### config.mk
export PLATFORM = sky130hd
export DESIGN_NAME = fetcher_icache
export DESIGN_NICKNAME = d
export VERILOG_FILES = /design/src/rtl/fetcher_icache.sv
export SDC_FILE = /design/constraint.sdc
export NUM_CORES = 1
export LEC_CHECK = 0
export CORE_MARGIN = 3
export CORE_UTILIZATION = 42
export DETAILED_ROUTE_END_ITERATION = 16
export SYNTH_ARGS = -nofsm -noshare
export SYNTH_HDL_FRONTEND = slang
export SYNTH_SLANG_ARGS = --single-unit
### constraint.sdc
create_clock -name clk -period 5.2 [get_ports clk]
set_clock_uncertainty 0.2 [all_clocks]
set_input_delay 1.04 -clock clk [delete_from_list [all_inputs] [get_ports clk]]
set_output_delay 1.04 -clock clk [all_outputs]
set_load 0.01 [all_outputs]
### src/rtl/fetcher_icache.sv
// Instruction fetch stage with a direct-mapped cache: a hit returns in 1 cycle, a miss in 1 + memory latency.
// One outstanding read at a time; the request stays asserted until the mem_read_ready pulse.
module fetcher_icache #(
  parameter int          PROGRAM_MEM_ADDR_BITS = 8,
  parameter int          PROGRAM_MEM_DATA_BITS = 16,
  parameter int          CACHE_LINES           = 16,
  parameter logic [15:0] COUNT_SAT             = 16'hFFFF
) (
  input  logic                             clk,
  input  logic                             reset,
  input  logic [2:0]                       core_state,
  input  logic [PROGRAM_MEM_ADDR_BITS-1:0] current_pc,
  input  logic                             flush,
  output logic                             mem_read_valid,
  output logic [PROGRAM_MEM_ADDR_BITS-1:0] mem_read_address,
  input  logic                             mem_read_ready,
  input  logic [PROGRAM_MEM_DATA_BITS-1:0] mem_read_data,
  output logic [2:0]                       fetcher_state,
  output logic [PROGRAM_MEM_DATA_BITS-1:0] instruction,
  output logic [15:0]                      hit_count,
  output logic [15:0]                      miss_count
);

  localparam int IDX_BITS = $clog2(CACHE_LINES);
  localparam int TAG_BITS = PROGRAM_MEM_ADDR_BITS - IDX_BITS;

  localparam logic [2:0] CORE_FETCH  = 3'd1;
  localparam logic [2:0] CORE_DECODE = 3'd2;

  typedef enum logic [2:0] {
    F_IDLE     = 3'd0,
    F_FETCHING = 3'd1,
    F_FETCHED  = 3'd2
  } fstate_t;

  fstate_t                          state_q, state_d;
  logic                             mem_vld_q, mem_vld_d;
  logic [PROGRAM_MEM_ADDR_BITS-1:0] mem_addr_q, mem_addr_d;
  logic [PROGRAM_MEM_DATA_BITS-1:0] instr_q, instr_d;
  logic [15:0]                      hit_cnt_q, hit_cnt_d;
  logic [15:0]                      miss_cnt_q, miss_cnt_d;
  logic [CACHE_LINES-1:0]           valid_q, valid_d;
  logic [TAG_BITS-1:0]              tag_q  [CACHE_LINES];
  logic [TAG_BITS-1:0]              tag_d  [CACHE_LINES];
  logic [PROGRAM_MEM_DATA_BITS-1:0] data_q [CACHE_LINES];
  logic [PROGRAM_MEM_DATA_BITS-1:0] data_d [CACHE_LINES];

  logic [IDX_BITS-1:0] look_idx, fill_idx;
  logic [TAG_BITS-1:0] look_tag, fill_tag;
  logic                hit;

  assign look_idx = current_pc[IDX_BITS-1:0];
  assign look_tag = current_pc[PROGRAM_MEM_ADDR_BITS-1:IDX_BITS];
  // Fill uses the latched request address, since current_pc is only stable during FETCH.
  assign fill_idx = mem_addr_q[IDX_BITS-1:0];
  assign fill_tag = mem_addr_q[PROGRAM_MEM_ADDR_BITS-1:IDX_BITS];
  assign hit      = valid_q[look_idx] && (tag_q[look_idx] == look_tag);

  always_comb begin
    state_d    = state_q;
    mem_vld_d  = mem_vld_q;
    mem_addr_d = mem_addr_q;
    instr_d    = instr_q;
    hit_cnt_d  = hit_cnt_q;
    miss_cnt_d = miss_cnt_q;
    valid_d    = valid_q;
    tag_d      = tag_q;
    data_d     = data_q;

    case (state_q)
      F_IDLE: begin
        if (core_state == CORE_FETCH) begin
          if (hit) begin
            instr_d = data_q[look_idx];
            state_d = F_FETCHED;
            if (hit_cnt_q < COUNT_SAT) hit_cnt_d = hit_cnt_q + 16'd1;
          end else begin
            state_d    = F_FETCHING;
            mem_vld_d  = 1'b1;
            mem_addr_d = current_pc;
            if (miss_cnt_q < COUNT_SAT) miss_cnt_d = miss_cnt_q + 16'd1;
          end
        end
      end
      F_FETCHING: begin
        if (mem_read_ready) begin
          mem_vld_d         = 1'b0;
          instr_d           = mem_read_data;
          state_d           = F_FETCHED;
          data_d[fill_idx]  = mem_read_data;
          tag_d[fill_idx]   = fill_tag;
          valid_d[fill_idx] = 1'b1;
        end
      end
      F_FETCHED: begin
        if (core_state == CORE_DECODE) state_d = F_IDLE;
      end
      default: state_d = F_IDLE;
    endcase

    // Flush overrides a same-cycle fill; the fetched word is still delivered.
    if (flush) valid_d = '0;
  end

  always_ff @(posedge clk) begin
    if (reset) begin
      state_q    <= F_IDLE;
      mem_vld_q  <= 1'b0;
      mem_addr_q <= '0;
      instr_q    <= '0;
      hit_cnt_q  <= '0;
      miss_cnt_q <= '0;
      valid_q    <= '0;
    end else begin
      state_q    <= state_d;
      mem_vld_q  <= mem_vld_d;
      mem_addr_q <= mem_addr_d;
      instr_q    <= instr_d;
      hit_cnt_q  <= hit_cnt_d;
      miss_cnt_q <= miss_cnt_d;
      valid_q    <= valid_d;
    end
  end

  always_ff @(posedge clk) begin
    tag_q  <= tag_d;
    data_q <= data_d;
  end

  assign fetcher_state    = state_q;
  assign mem_read_valid   = mem_vld_q;
  assign mem_read_address = mem_addr_q;
  assign instruction      = instr_q;
  assign hit_count        = hit_cnt_q;
  assign miss_count       = miss_cnt_q;

endmodule
==> results of run 1 <==
power by group:
| group | leakage (nW) | internal [W] | switching [W] |
|---|---|---|---|
| Combinational | 1.74 | 0.000135 | 0.000147 |
| Sequential | 3.56 | 0.00342 | 0.0000124 |
| Clock | 0.644 | 0.00170 | 0.00118 |
kinds of logic after synthesis:
group | share of synthesized area [%]
flops | 70.71
simple gates | 5.160
mux | 17.06
compound gates | 4.356
buf+inv | 2.254
xor+xnor | 0.2788
fa+ha+maj | 0.1592
other cells | 0.02387
synthesized netlist by cell type, types with 5 or more instances:
cell type / number / area [µm²]
edfxtp_1: 320 / 9609
mux4_2: 96 / 2162
dfxtp_1: 75 / 1501
a21oi_1: 47 / 235.2
nor2_1: 34 / 127.6
nand2_1: 33 / 123.9
clkbuf_1: 30 / 112.6
inv_1: 24 / 90.09
mux2_2: 23 / 259.0
mux2i_1: 18 / 180.2
a311oi_1: 16 / 140.1
o21a_1: 16 / 120.1
nand3_1: 12 / 60.06
o21ai_0: 11 / 55.05
or4_1: 11 / 82.58
or3_1: 10 / 62.56
nor2b_1: 9 / 56.30
o31ai_1: 9 / 67.56
buf_2: 8 / 40.04
nor3_1: 8 / 40.04
nand4_1: 7 / 43.79
buf_1: 6 / 22.52
nand2b_1: 6 / 37.54
and3_1: 5 / 31.28
nor4_1: 5 / 31.28
per-layer routing:
| layer | GRT usage [%] | wire length (µm) |
|---|---|---|
| met1 | 26.37 | 16100 |
| met2 | 28.93 | 16830 |
| met3 | 3.136 | 2087 |
| met4 | 4.394 | 621 |
| met5 | 0 | 13 |
stage by stage:
step / instance area [µm²] / hold slack, ns / setup WS (ns)
CTS: 18570 / 0.2614 / 1.260
floorplan: 15710 / 0.2354 / 1.214
global route: 18570 / 0.2765 / 1.031
detailed placement: 17230 / 0.2476 / 0.7077
global placement: 17230 / 0.2408 / 0.7656
finish: 18570 / 0.2601 / 1.249
layout make-up:
cell class	instances	area (µm²)
inverters	24	90.09
clock inverters	12	132.6
flip-flops and latches	395	11110
fillers	3050	18220
repair buffers	121	1149
well taps	468	585.6
multi-input cells	409	4298
clock buffers	64	1204
worst paths after layout:
kind,startpoint,to,slack [ns],cells past startpoint
hold / removal,valid_q[10],valid_q[10],0.26,1
hold reg to reg,valid_q[10],valid_q[10],0.26,1
setup reg to reg,fetcher_state[1],tag_q[60],1.94,6
setup / recovery,current_pc[2],hit_count[9],1.25,9
flip-flops by register name, indices dropped and copies added, names as in the netlist:
register,flops
miss_count,16
fetcher_state,2
tag_q,64
instruction,16
mem_read_address,8
valid_q,16
data_q,256
hit_count,16
mem_read_valid,1
==> flow_summary.ini, run 1 <==
[setup_path]
critPathKind = in -> reg
path_common_cell = mux2i_1
crit_required_ns = 5.41
crit_path_max_incr_delay_ns = 0.53
cp_num_buf_inv = 2
critPathTopFamily = multiplexers
crit_chain = buf_2 > buf_4 > mux4_2 > mux2i_1 > mux2i_1 > xnor2_1 > nand3_2 > nor4b_1 > mux2_2
cp-start-kind = input port
endpoint_kind = flop
slowest_stage = mux4_2
worst_ep_arrival_time_ns = 4.17
cp_max_fo = 17

[sta]
tightest_slew_ns = 0.9938
layout_min_cycle_time_ns = 3.951
clock.fmax_ghz = 0.2531
fin_crit_sh_pct = 75.98
report.final.slew_viol_count = 0
setup_violations = 0
hold_viol_final = 0
rsz0062_at_grt = false
fin_tns_setup_ns = 0
slew_headroom_pct = 33.50

[pwr]
p_per_area_nw_per_um2 = 355.3
total_power_w = 0.006598
irDropWorstVdd_mv = 0.2531
p_leak_nw = 5.948

[cts]
cts_setup_buffers = 0
cts_buffers = 41
htree_levels = 2
postCtsResizedCells = 0
cts_buffer_depth = 3
cts_sinks = 395
hold_buffers = 0
root_buffer = clkbuf_16
clk_latency_ns = 0.54
cts_tree = done
cts.clk_slew.worst_paths_ns = 0.06

[floorplan]
core_area_um2 = 36790
io_pins = 91
die-height_um = 199.4
die_w_um = 199.4
die_area_um2 = 39770
initial_core_util_pct = 42.71
rows = 70

[logic_synthesis]
synth.avg_cell_area_um2 = 17.88
yosys_warnings = 0
yosys_register_bits = 395
synthDistinctLibCells = 47
syn-num-nets = 912
synthFlopType = edfxtp_1
synth_seq_area_share_pct = 70.71
synthArstFlopShare_pct = 0
synth_edf_count = 320
syn_inst = 879
synthesis.area_um2 = 15710

[route]
firstDrtPassIters = 7
wl_per_cell_um = 23.88
drt_iter0_drc = 596
viasPerCell = 5.695
postRouteWirelength_um = 35660
num_vias = 8502
drc = 0
antenna_left = 0

[global_routing]
track_usage_pct = 18.13
grt_pass1_vias = 8515
overflow = 0
antenna_found_initial = 1
grt_max_degree = 48
grt_pass1_wl_um = 53750

[run_status]
status = finished, final reports clean

[placement]
dp_cells = 1417
io_buffer_count = 89
gp_congestion = 0.7391
dp_hpwl_um = 20510

[cells_and_area]
utilization_pct = 50.48
layout_common_cells = edfxtp_1, mux4_2, clkdlybuf4s50_1
area_growth_pct = 18.18
final_common_cell = edfxtp_1
fin_nets = 1025
antenna_cells = 0
drive_above_1_share_pct = 22.93
stdcell_count = 1493

[run]
cap_violations = 0

[worst_hold_path]
hold_class = reg -> reg
Power figures use the tool's default switching activity.
==> run 2: changes to the inputs <==
==> constraint.sdc (replaced) <==
create_clock -name clk -period 4.1 [get_ports clk]
set_clock_uncertainty 0.2 [all_clocks]
set_input_delay 0.82 -clock clk [delete_from_list [all_inputs] [get_ports clk]]
set_output_delay 0.82 -clock clk [all_outputs]
set_load 0.01 [all_outputs]
==> flow_summary.ini, run 2 (same netlist as run 1, synthesis figures left out) <==
[setup_path]
worst_ep_arrival_time_ns = 3.58
cp_max_fo = 13
critPathTopFamily = multiplexers
cp_num_buf_inv = 1
endpoint_kind = flop
crit_required_ns = 4.31
slowest_stage = mux4_1
crit_chain = buf_2 > mux4_1 > mux4_2 > xnor2_1 > o2111a_2 > nand3_2 > nor4b_1 > mux2_2
critPathKind = in -> reg
cp-start-kind = input port
crit_path_max_incr_delay_ns = 0.57

[cts]
hold_buffers = 0
postCtsResizedCells = 0
cts_sinks = 395
root_buffer = clkbuf_16
cts_buffers = 42
cts.clk_slew.worst_paths_ns = 0.06
cts_setup_buffers = 0
cts_tree = done
clk_latency_ns = 0.53
htree_levels = 2
cts_buffer_depth = 3

[pwr]
p_int_w = 0.006660
p_leak_nw = 6.030
total_power_w = 0.008353
irDropWorstVdd_mv = 0.3096
combPwrFrac_pct = 4.5
power_switching_w = 0.001693
p_seq_share_pct = 52.1
swShare_pct = 20.27
clkPwrFrac_pct = 43.4
p_per_area_nw_per_um2 = 446.2

[route]
antenna_left = 0
wl_per_cell_um = 23.83
drc = 0
firstDrtPassIters = 5
viasPerCell = 5.638
num_vias = 8502
postRouteWirelength_um = 35940
drt_iter0_drc = 668

[floorplan]
io_pins = 91
core_area_um2 = 36790
die-height_um = 199.4
initial_core_util_pct = 42.71
rows = 70
die_w_um = 199.4
die_area_um2 = 39770

[cells_and_area]
reg.largest.list = data_q: 256 flops, tag_q: 64 flops
fin_nets = 1040
layout_common_cells = edfxtp_1, mux4_2, clkdlybuf4s50_1
antenna_cells = 0
drive_above_1_share_pct = 24.33
area_growth_pct = 19.13
largest_register = data_q
largest_register_ffs = 256
final_common_cell = edfxtp_1

[run_status]
status = finished, final reports clean

[global_routing]
antenna_found_initial = 0
grt_pass1_vias = 8350
grt_pass1_wl_um = 53220
track_usage_pct = 18.00
overflow = 0
grt_max_degree = 47

[sta]
tightest_slew_ns = 1.033
clock.fmax_ghz = 0.2969
slew_headroom_pct = 31.10
hold_viol_final = 0
worst_slack_ns = 0.7313
fin_tns_setup_ns = 0
report.final.slew_viol_count = 0
rsz0062_at_grt = false
layout_min_cycle_time_ns = 3.369
setup_violations = 0
fin_crit_sh_pct = 82.16

[placement]
gp_congestion = 0.7410
dp_hpwl_um = 20440
io_buffer_count = 89
pre_cts_ws_ns = 0.2233

[run]
cap_violations = 0

[worst_hold_path]
hold_class = reg -> reg
## run 2: cell count changes in the layout (fill, tap and decap cells not counted)
cell        change
buf_12          +3
clkinvlp_2      +2
bufinv_16       -1
clkinv_1        +6
clkinv_2        +3
clkbuf_1        -9
clkinvlp_4      +1
clkbuf_8        -2
buf_4          +11
clkinv_8        -2
clkbuf_16       +3
## run 2: through the flow
step / area (µm²) / hold slack [ns] / cells / util, %
after detailed placement: 17380 / 0.2519 / 1431 / 47.23
after floorplan: 15710 / 0.2354 / 879 / -
after global placement: 17380 / 0.2422 / 1431 / 47.23
final: 18720 / 0.2640 / 1508 / 50.88
after global routing: 18720 / 0.2804 / 1508 / 50.88
after CTS: 18720 / 0.2675 / 1508 / 50.88
## run 2: worst paths after layout
kind,slack (ns),start,to,depth (start not counted)
setup / recovery,0.73,current_pc[2],hit_count[9],8
hold / removal,0.26,valid_q[7],valid_q[7],1
setup reg to reg,0.90,tag_q[22],hit_count[9],7
hold reg to reg,0.26,valid_q[7],valid_q[7],1
## run 2: layout make-up
cell class | instances | area [µm²]
Fill cell | 3011 | 18070
Sequential cell | 395 | 11110
Multi-Input combinational cell | 409 | 4298
Timing Repair Buffer | 135 | 1291
Clock buffer | 56 | 1217
Tap cell | 468 | 585.6
Clock inverter | 21 | 125.1
Inverter | 24 | 90.09
## run 2: routing by layer
layer,up-vias,part of all wire [%],GRT usage [%],wire length (µm)
met4,0,1.2,3.799,432
met3,45,6.1,2.580,2203
met5,-,0,0,0
met2,270,47,28.62,16900
met1,4386,46,26.89,16400
li1,3801,-,-,-
## run 2: power by group through the flow
stage / Sequential, W / Combinational [W] / Clock, W
3_3_place_gp: 0.00443 / 0.000373 / 0
6_report: 0.00435 / 0.000374 / 0.00363
3_5_place_dp: 0.00443 / 0.000378 / 0
2_1_floorplan: 0.00444 / 0.000226 / 0
4_1_cts: 0.00435 / 0.000380 / 0.00370
5_1_grt: 0.00435 / 0.000403 / 0.00388
